[config.mk]
export PLATFORM = sky130hd
export DESIGN_NAME = dbus_bridge_flat
export DESIGN_NICKNAME = d
export VERILOG_FILES = /design/src/rtl/dbus_pkg.sv /design/src/rtl/dbus_bridge_if.sv /design/src/rtl/dbus_wbuf.sv /design/src/rtl/dbus_bridge.sv /design/src/flat_wrapper.sv
export SDC_FILE = /design/constraint.sdc
export NUM_CORES = 1
export LEC_CHECK = 0
export ABC_CLOCK_PERIOD_IN_PS = 3600
export CAP_MARGIN = 40
export CORE_MARGIN = 2
export CORE_UTILIZATION = 35
export DETAILED_ROUTE_END_ITERATION = 8
export PLACE_DENSITY = 0.58
export SYNTH_ARGS = -nofsm -noshare
export SYNTH_HDL_FRONTEND = slang
export SYNTH_SLANG_ARGS = --single-unit
[constraint.sdc]
create_clock -name clk -period 3.6 [get_ports clk]
set_input_delay 0.36 -clock clk [delete_from_list [all_inputs] [get_ports clk]]
set_output_delay 0.36 -clock clk [all_outputs]
set_load 0.02 [all_outputs]
[src/rtl/dbus_pkg.sv]
// Shared types and defaults for the cpu data-bus bridge and its posted-write buffer.
package dbus_pkg;

  localparam int DADDRWIDTH_DEF = 16;
  localparam int DWIDTH_DEF     = 16;
  localparam int WBUF_DEPTH_DEF = 4;

  typedef struct packed {
    logic [DADDRWIDTH_DEF-1:0] addr;
    logic [DWIDTH_DEF-1:0]     data;
  } wbuf_entry_t;

  function automatic logic [15:0] sat_inc16(input logic [15:0] value, input logic en);
    return (en && value != 16'hFFFF) ? value + 16'd1 : value;
  endfunction

endpackage

[src/rtl/dbus_bridge_if.sv]
// cpu data port plus SRAM port bundle; slave = bridge view, master = cpu/SRAM side.
interface dbus_bridge_if import dbus_pkg::*; #(
  parameter int AW = DADDRWIDTH_DEF,
  parameter int DW = DWIDTH_DEF
);
  logic [AW-1:0] raddr;
  logic          re;
  logic [DW-1:0] rdata;
  logic [AW-1:0] waddr;
  logic [DW-1:0] wdata;
  logic          we;
  logic [AW-1:0] mem_addr;
  logic          mem_re;
  logic          mem_we;
  logic [DW-1:0] mem_wdata;
  logic [DW-1:0] mem_rdata;

  modport slave (
    input  raddr, re, waddr, wdata, we, mem_rdata,
    output rdata, mem_addr, mem_re, mem_we, mem_wdata
  );

  modport master (
    output raddr, re, waddr, wdata, we, mem_rdata,
    input  rdata, mem_addr, mem_re, mem_we, mem_wdata
  );
endinterface

[src/rtl/dbus_wbuf.sv]
// Posted-write FIFO with a combinational youngest-match lookup for read forwarding.
module dbus_wbuf import dbus_pkg::*; #(
  parameter int DEPTH = WBUF_DEPTH_DEF
) (
  input  logic                      clk,
  input  logic                      rst_n,
  input  logic                      push,
  input  wbuf_entry_t               push_entry,
  input  logic                      pop,
  input  logic [DADDRWIDTH_DEF-1:0] lookup_addr,
  output wbuf_entry_t               head_entry,
  output logic                      full,
  output logic                      empty,
  output logic                      hit,
  output logic [DWIDTH_DEF-1:0]     hit_data
);
  localparam int PW = $clog2(DEPTH);
  localparam int CW = DEPTH + 1;

  wbuf_entry_t   store [DEPTH];
  logic [PW-1:0] head;
  logic [PW-1:0] tail;
  logic [CW-1:0] count;

  // NOTE: the storage array has no reset; count alone decides which slots are live.
  always_ff @(posedge clk) begin
    if (push) store[tail] <= push_entry;
  end

  // NOTE: state registers use non-blocking assignments so every flop samples pre-edge values.
  always_ff @(posedge clk or negedge rst_n) begin
    if (!rst_n) begin
      head  <= '0;
      tail  <= '0;
      count <= '0;
    end else begin
      if (pop)  head <= head + 1'b1;
      if (push) tail <= tail + 1'b1;
      count <= count + CW'(push) - CW'(pop);
    end
  end

  assign full       = (count == CW'(DEPTH));
  assign empty      = (count == '0);
  assign head_entry = store[head];

  // Walk oldest to youngest so the last live match (the youngest) wins.
  // NOTE: outputs get defaults before the loop so no latch is inferred.
  always_comb begin
    hit      = 1'b0;
    hit_data = '0;
    for (int k = 0; k < DEPTH; k++) begin
      if (CW'(k) < count && store[head + PW'(k)].addr == lookup_addr) begin
        hit      = 1'b1;
        hit_data = store[head + PW'(k)].data;
      end
    end
  end

endmodule

[src/rtl/dbus_bridge.sv]
// cpu data bus to single-port SRAM bridge: reads win the port, writes are posted and forwarded.
// Optional statistics counters are enabled by defining DBUS_BRIDGE_STATS_EN.
module dbus_bridge import dbus_pkg::*; #(
  parameter int DADDRWIDTH = DADDRWIDTH_DEF,
  parameter int DWIDTH     = DWIDTH_DEF,
  parameter int WBUF_DEPTH = WBUF_DEPTH_DEF
) (
  input  logic             clk,
  input  logic             rst_n,
  dbus_bridge_if.slave     bus,
  output logic             wbuf_full,
  output logic             wbuf_empty,
  output logic             overflow
`ifdef DBUS_BRIDGE_STATS_EN
  ,
  output logic [15:0]      stat_fwd_hits,
  output logic [15:0]      stat_drain_stalls,
  output logic [15:0]      stat_writes
`endif
);
  wbuf_entry_t           head;
  logic                  lk_hit;
  logic [DWIDTH_DEF-1:0] lk_data;
  logic                  accept_wr;
  logic                  drain;
  logic                  rd_pend_q;
  logic                  fwd_hit_q;
  logic [DWIDTH-1:0]     fwd_data_q;
  logic [DWIDTH-1:0]     rdata_q;
  logic [DWIDTH-1:0]     rdata_now;

  // A write to a full buffer only fits when this cycle's drain frees the head slot.
  assign accept_wr = bus.we & ~(wbuf_full & bus.re);
  assign drain     = ~bus.re & ~wbuf_empty;

  dbus_wbuf #(.DEPTH(WBUF_DEPTH)) u_wbuf (
    .clk         (clk),
    .rst_n       (rst_n),
    .push        (accept_wr),
    .push_entry  ('{addr: DADDRWIDTH_DEF'(bus.waddr), data: DWIDTH_DEF'(bus.wdata)}),
    .pop         (drain),
    .lookup_addr (DADDRWIDTH_DEF'(bus.raddr)),
    .head_entry  (head),
    .full        (wbuf_full),
    .empty       (wbuf_empty),
    .hit         (lk_hit),
    .hit_data    (lk_data)
  );

  assign bus.mem_re    = bus.re;
  assign bus.mem_we    = drain;
  assign bus.mem_addr  = bus.re ? bus.raddr : DADDRWIDTH'(head.addr);
  assign bus.mem_wdata = DWIDTH'(head.data);

  assign rdata_now = fwd_hit_q ? fwd_data_q : bus.mem_rdata;
  assign bus.rdata = rd_pend_q ? rdata_now : rdata_q;

  always_ff @(posedge clk or negedge rst_n) begin
    if (!rst_n) begin
      rd_pend_q  <= 1'b0;
      fwd_hit_q  <= 1'b0;
      fwd_data_q <= '0;
      rdata_q    <= '0;
      overflow   <= 1'b0;
    end else begin
      rd_pend_q <= bus.re;
      if (bus.re) begin
        fwd_hit_q  <= lk_hit;
        fwd_data_q <= DWIDTH'(lk_data);
      end
      if (rd_pend_q) rdata_q <= rdata_now;
      if (bus.we && bus.re && wbuf_full) overflow <= 1'b1;
    end
  end

`ifdef DBUS_BRIDGE_STATS_EN
  always_ff @(posedge clk or negedge rst_n) begin
    if (!rst_n) begin
      stat_fwd_hits     <= '0;
      stat_drain_stalls <= '0;
      stat_writes       <= '0;
    end else begin
      stat_fwd_hits     <= sat_inc16(stat_fwd_hits, bus.re & lk_hit);
      stat_drain_stalls <= sat_inc16(stat_drain_stalls, bus.re & ~wbuf_empty);
      stat_writes       <= sat_inc16(stat_writes, accept_wr);
    end
  end
`endif

endmodule

[src/flat_wrapper.sv]
// flat-port wrapper written by rule: the top's interface ports become plain ports
module dbus_bridge_flat import dbus_pkg::*;
#(
  parameter int DADDRWIDTH = DADDRWIDTH_DEF,
  parameter int DWIDTH     = DWIDTH_DEF,
  parameter int WBUF_DEPTH = WBUF_DEPTH_DEF
)
  (clk, rst_n, wbuf_full, wbuf_empty, overflow, bus_raddr, bus_re, bus_waddr, bus_wdata, bus_we, bus_mem_rdata, bus_rdata, bus_mem_addr, bus_mem_re, bus_mem_we, bus_mem_wdata);
  dbus_bridge_if bus_i ();
  input  logic clk;
  input  logic rst_n;
  output logic wbuf_full;
  output logic wbuf_empty;
  output logic overflow;
  input wire logic [$bits(bus_i.raddr)-1:0] bus_raddr;
  input wire logic [$bits(bus_i.re)-1:0] bus_re;
  input wire logic [$bits(bus_i.waddr)-1:0] bus_waddr;
  input wire logic [$bits(bus_i.wdata)-1:0] bus_wdata;
  input wire logic [$bits(bus_i.we)-1:0] bus_we;
  input wire logic [$bits(bus_i.mem_rdata)-1:0] bus_mem_rdata;
  output wire logic [$bits(bus_i.rdata)-1:0] bus_rdata;
  output wire logic [$bits(bus_i.mem_addr)-1:0] bus_mem_addr;
  output wire logic [$bits(bus_i.mem_re)-1:0] bus_mem_re;
  output wire logic [$bits(bus_i.mem_we)-1:0] bus_mem_we;
  output wire logic [$bits(bus_i.mem_wdata)-1:0] bus_mem_wdata;
  assign bus_i.raddr = bus_raddr;
  assign bus_i.re = bus_re;
  assign bus_i.waddr = bus_waddr;
  assign bus_i.wdata = bus_wdata;
  assign bus_i.we = bus_we;
  assign bus_i.mem_rdata = bus_mem_rdata;
  assign bus_rdata = bus_i.rdata;
  assign bus_mem_addr = bus_i.mem_addr;
  assign bus_mem_re = bus_i.mem_re;
  assign bus_mem_we = bus_i.mem_we;
  assign bus_mem_wdata = bus_i.mem_wdata;
  dbus_bridge #(.DADDRWIDTH(DADDRWIDTH), .DWIDTH(DWIDTH), .WBUF_DEPTH(WBUF_DEPTH)) u_core (.clk(clk), .rst_n(rst_n), .bus(bus_i), .wbuf_full(wbuf_full), .wbuf_empty(wbuf_empty), .overflow(overflow));
endmodule
; ---- After elaboration in Yosys (flattened, before gate mapping)
; Memory sizes are Yosys's and may differ from the RTL's.
; Index checks and enable logic that the tools add are counted.
[word_totals]
ff_bits = 44
n_memories = 1
ramBits = 128
[memory_table]
columns = name, depth, word_bits, read_ports, rd_ports_with_merged_regs, wr, line_no
row1 = u_core.u_wbuf.store, 4, 32, 4, 0, 1, dbus_wbuf.sv:20  ; wbuf_entry_t store [DEPTH];
[classes]
bitwise = 6
n_reduce_logical = 7
muxes = 13
order_cmp = 4
n_eq_ne = 5
addsub = 6
[ops]
columns = cell, count
row1 = 16-bit two-way mux, 7
row2 = 16-bit == test, 4
row3 = 1-bit by 5-bit less-than comparator with 1-bit output (first input constant), 2
row4 = 2-bit by 5-bit less-than comparator with 1-bit output (first input constant), 2
row5 = 1-bit logical AND, 6
row6 = 1-bit two-way mux, 6
row7 = 5-bit by 1-bit adder with 5-bit output, 1
row8 = 5-bit by 3-bit == test with 1-bit output (second input constant), 1
row9 = 5-bit logical NOT, 1
row10 = 5-bit by 1-bit subtractor with 5-bit output, 1
row11 = 2-bit by 1-bit adder with 2-bit output (second input constant), 2
row12 = 2-bit adder (second input constant), 2
row13 = 1-bit bitwise AND, 3
row14 = 1-bit inverter, 3

; ---- Longest topological paths before layout
; An unclocked memory read counts as a cell.
[logic_depth]
ltp_word = 7
ltp_mapped = 14
ltp_nobuf = 14

; ---- Cells and area by module
; A second synthesis with hierarchy kept.
[hier_totals]
hier_cells = 861
hier_area_um2 = 10702.8
[by_module_without_submodules]
columns = module, seq_area_each_um2, cells_per_inst, area_per_inst_um2, instances
row1 = dbus_wbuf, 4068.9, 732, 8936.1, 1
row2 = dbus_bridge, 875.8, 129, 1766.7, 1

; ---- Least setup slack after synthesis
; OpenSTA, ideal clock, no wires.
[synth_timing]
kind = register to register
start = reg u_core.u_wbuf.head[0]
end = reg u_core.fwd_data_q[5]
stages_incl_launch_ff = 11
path_slack_ns = 0.826
setup_ns = 0.128
t_arrival_ns = 2.646
period_less_slack_ns = 2.774
t_required_ns = 3.472
path_cell_list = dfrtp_1 buf_6 buf_4 buf_4 buf_4 buf_2 buf_2 buf_2 mux4_2 a21oi_1 o21ai_0
[synth_between]
elab_chain_len = 7
[synth_lines]
columns = item, line_no
row1 = "start, declared", dbus_wbuf.sv:21  ; logic [PW-1:0] head;
row2 = "start signal, assigned", dbus_wbuf.sv:37  ; if (pop) head <= head + 1'b1;
row3 = 2-bit by 1-bit adder with 2-bit output or memory read 4 x 32 bit (tied branches), n/a
row4 = memory read 4 x 32 bit (*), n/a
row5 = 16-bit == test or 1-bit logical AND (tied branches), dbus_wbuf.sv:53  ; if (CW'(k) < count && store[head + PW'(k)].addr == lookup_addr) begin
row6 = 1-bit logical AND or 16-bit two-way mux (tied branches), dbus_wbuf.sv:53
row7 = 16-bit two-way mux (2 in a row), dbus_wbuf.sv:53
row8 = 16-bit two-way mux (*), dbus_wbuf.sv:53
row9 = "end signal, assigned", dbus_bridge.sv:69  ; fwd_data_q <= DWIDTH'(lk_data);
row10 = "end, declared", dbus_bridge.sv:28  ; logic [DWIDTH-1:0] fwd_data_q;
; Mark *: on every way between the ends. The rest lies on a longest branch, timed or not.
; A chain may end at the register's enable or synchronous reset.

; ---- Worst setup path after layout
[layout_timing]
start = reg u_core.u_wbuf.head[1]
end = out bus_mem_wdata[0]
[layout_between]
elab_chain_len = 1
[layout_lines]
columns = item, line_no
row1 = memory read 4 x 32 bit, n/a
row2 = "end, declared", flat_wrapper.sv:25  ; output wire logic [$bits(bus_i.mem_wdata)-1:0] bus_mem_wdata;
; Every way passes these cells.

==> impl_metrics.yaml <==
outcome:
  outcome: "finished clean"
grt:
  track_usage_pct: 17.5
  grt_max_degree: 49
  antenna_found_initial: 1
  gr-total-overflow: 0
  grt_pass1_vias: 6955
  grt_pass1_wl_um: 41500
hold_path:
  hp-class: "input pin to flop"
logic_synthesis:
  synth.most_common_cell: "edfxtp_1"
  async_reset_ff_share_pct: 25.6
  synth.area.mux_share_pct: 27.5
  synth_ff_type: "edfxtp_1"
  synth_edf_count: 128
  synthSimpleGateAreaFrac_pct: 6.34
  syn_inst: 777
  synth.distinct_cells: 58
  synth.area.top_cells: "edfxtp_1 (36%), mux4_2 (19%), dfrtp_1 (10%), mux2i_1 (7.2%), xnor2_1 (4.1%)"
  synth-xor-area-share_pct: 5.32
  synth_top_family_by_area: "multiplexers"
  seq_area_frac_synth_pct: 46.9
  syn_avg_cell_area_um2: 13.6
  synthesis.area_um2: 10500
  ys_warn_count: 0
  synth_top_area_share_pct: 36.4
  synthAdderAreaFrac_pct: 1.61
  synth-seq-cells: 172
  synth_common_cells: "edfxtp_1 (128), mux4_2 (88), mux2i_1 (76)"
  synth_nets: 858
  yosys.area.top_type: "edfxtp_1"
  synth_compound_area_share_pct: 8.18
route:
  drcViolationCount: 0
  dr.pass1.iters: 5
  drt_wl_total_um: 26900
  antenna_left: 0
  vias: 7119
  drtIter0Drc: 630
  via_per_inst: 5.49
  wl_per_cell_um: 20.8
critical_path:
  crit_path_start: "u_core.u_wbuf.head[1]$_DFFE_PN0P_"
  reg2reg_to: "u_core.fwd_data_q[1]$_DFFE_PN0P_"
  r2r_cells: 11
  cp.arrival_ps: 3010
  crit_required_ps: 3240
  crit_type: "flop to output pin"
  r2r_setup_slack_ps: 420
  crit_path_end: "bus_mem_wdata[0]"
  critPathCaptureType: "output pin"
  crit_path_max_fanout: 24
  start_kind: "flop"
  reg2reg_from: "u_core.u_wbuf.head[1]$_DFFE_PN0P_"
clock_network:
  cts_max_path_buffers: 2
  clock_sinks: 172
  cts-root-buf: "clkbuf_16"
  post-cts-setup-buffers: 0
  clock_latency_ps: 430
  htree_levels: 4
  path_clk_slew_ps: 70
  cts_tree: "done"
  cts_buffers: 17
sta:
  fmax_mhz: 297
  skew_ps: 17.2
  setup_tns_ps: 0
  maxSlewHeadroom_pct: 50.3
  post-route-min-period_ps: 3370
  slew_violations: 0
  hold_viol_final: 0
  setup-violations-final: 0
  worst_pin_slew_ps: 745
  finalCritPeriodShare_pct: 93.5
  rsz0062_at_grt: "false"
floorplan:
  io_pins: 121
  core-area_um2: 29600
  start_util_pct: 35.6
  die_x_um: 178
  dieArea_um2: 31500
  rows: 63
  die_y_um: 178
placed_design:
  gp_congestion: 0.825
  post_dp_cell_area_um2: 12200
  place_hpwl_um: 19300
  io_buffers: 120
finish:
  antenna_cells: 0
  area_growth_pct: 21.7
  layout-drive-gt1-share_pct: 21.0
  fillers: 2738
  finalNetCount: 974
  stdcell_area_um2: 12800
power_and_ir_drop:
  power.density_nw_per_um2: 755
  p_leak_nw: 4.58
  ir_drop_mv: 0.331
run:
  maxCapViolCount: 0
[registers in the layout (all words and copies together), names as in the netlist]
name / flops
u_core.fwd_hit_q: 1
u_core.u_wbuf.head: 2
u_core.u_wbuf.tail: 2
u_core.u_wbuf.store: 128
u_core.rdata_q: 16
u_core.overflow: 1
u_core.fwd_data_q: 16
u_core.u_wbuf.count: 5
u_core.rd_pend_q: 1
[metrics by stage]
step                total power, mW  cells  util [%]  hold slack (ps)  setup WS [ps]
floorplan                      6.53    777         -             64.4            826
global placement               7.87   1262      41.1              461            421
detailed placement             7.88   1263      41.2              457            428
CTS                            9.76   1296      43.3              409            190
global route                   10.2   1296      43.3              460           83.7
finish                         9.68   1296      43.3              439            235
[layer usage]
layer / vias up / global-route usage, % / share of wire [%]
met5: - / 0 / 0.048
met4: 2 / 4.44 / 1.3
met3: 26 / 3.19 / 5.5
met2: 238 / 27.8 / 48
met1: 3599 / 24.7 / 45
li1: 3254 / - / -
[worst max-delay path, cell delays in order (launching register included)]
cell,delay [ps]
dfrtp_4,660
buf_12,220
buf_4,330
buf_4,390
mux4_2,390
clkdlybuf4s50_1,560
[layout by cell type, fill, tap and decap left out, types with 4 or more instances in the layout]
cell type        Yosys  routed
a32oi_1              9       9
clkinv_8             0       4
clkbuf_16            0      17
nand3_1              9       9
nor2_1              31      31
ha_1                12      12
clkdlybuf4s50_1      0     118
buf_4                8      32
mux2_2              10      10
inv_8                0       4
dfrtp_1             44      42
nand4_1              7       7
o21ai_0             23      23
mux4_2              88      88
buf_12               2       4
xor2_1              15      15
and2_1               4       4
a21oi_1             44      44
o2bb2ai_1           17      17
nand2_1             69      69
a21boi_0             6       6
inv_1               16      16
and3_2               0       4
nor3_1               5       5
mux2i_1             76      76
o22ai_1              5       5
edfxtp_1           128     128
xnor2_1             49      49
o21ai_1             10      10
[final cells by class]
type	count	area (um^2)	share of cell area (%)
multi-input combinational	525	5170	40.3
sequential	172	4950	38.6
timing repair buffer	159	1550	12.1
tap	390	488	3.80
clock buffer	17	425	3.32
clock inverter	15	183	1.42
inverter	18	67.6	0.527
[timing repair]
item | 4_1_cts | 5_1_grt
endpoints found under the hold margin | 10 | 0
resized for setup | 1 | 0
setup endpoints to repair | 1 | 0
hold buffers | 1 | 0
[logic make-up (layout without fill, tap and decap cells)]
| group | Yosys count | count (layout) |
|---|---|---|
| mux | 176 | 176 |
| xor+xnor | 64 | 64 |
| flops | 172 | 172 |
| buf+inv | 80 | 209 |
| simple gates | 140 | 140 |
| compound gates | 132 | 132 |
| fa+ha+maj | 13 | 13 |
[worst min path at each step]
stage | startpoint | end | depth (start not counted)
final | bus_re | u_core.fwd_hit_q$_DFFE_PN0P_ | 3
after global routing | bus_re | u_core.fwd_hit_q$_DFFE_PN0P_ | 3
after CTS | bus_re | u_core.fwd_hit_q$_DFFE_PN0P_ | 3
after detailed placement | rst_n | u_core.rdata_q[0]$_DFF_PN0_ | 1
after global placement | rst_n | u_core.rdata_q[0]$_DFF_PN0_ | 1
after floorplan | rst_n | u_core.fwd_data_q[0]$_DFFE_PN0P_ | 0
[report_power, final]
part | internal [mW] | leakage [nW] | switching [mW]
clock network | 0.949 | 0.297 | 0.914
logic | 2.49 | 2.55 | 2.47
registers | 2.54 | 1.72 | 0.316
total | 5.98 | 4.58 | 3.70
Power figures use the tool's default switching activity.
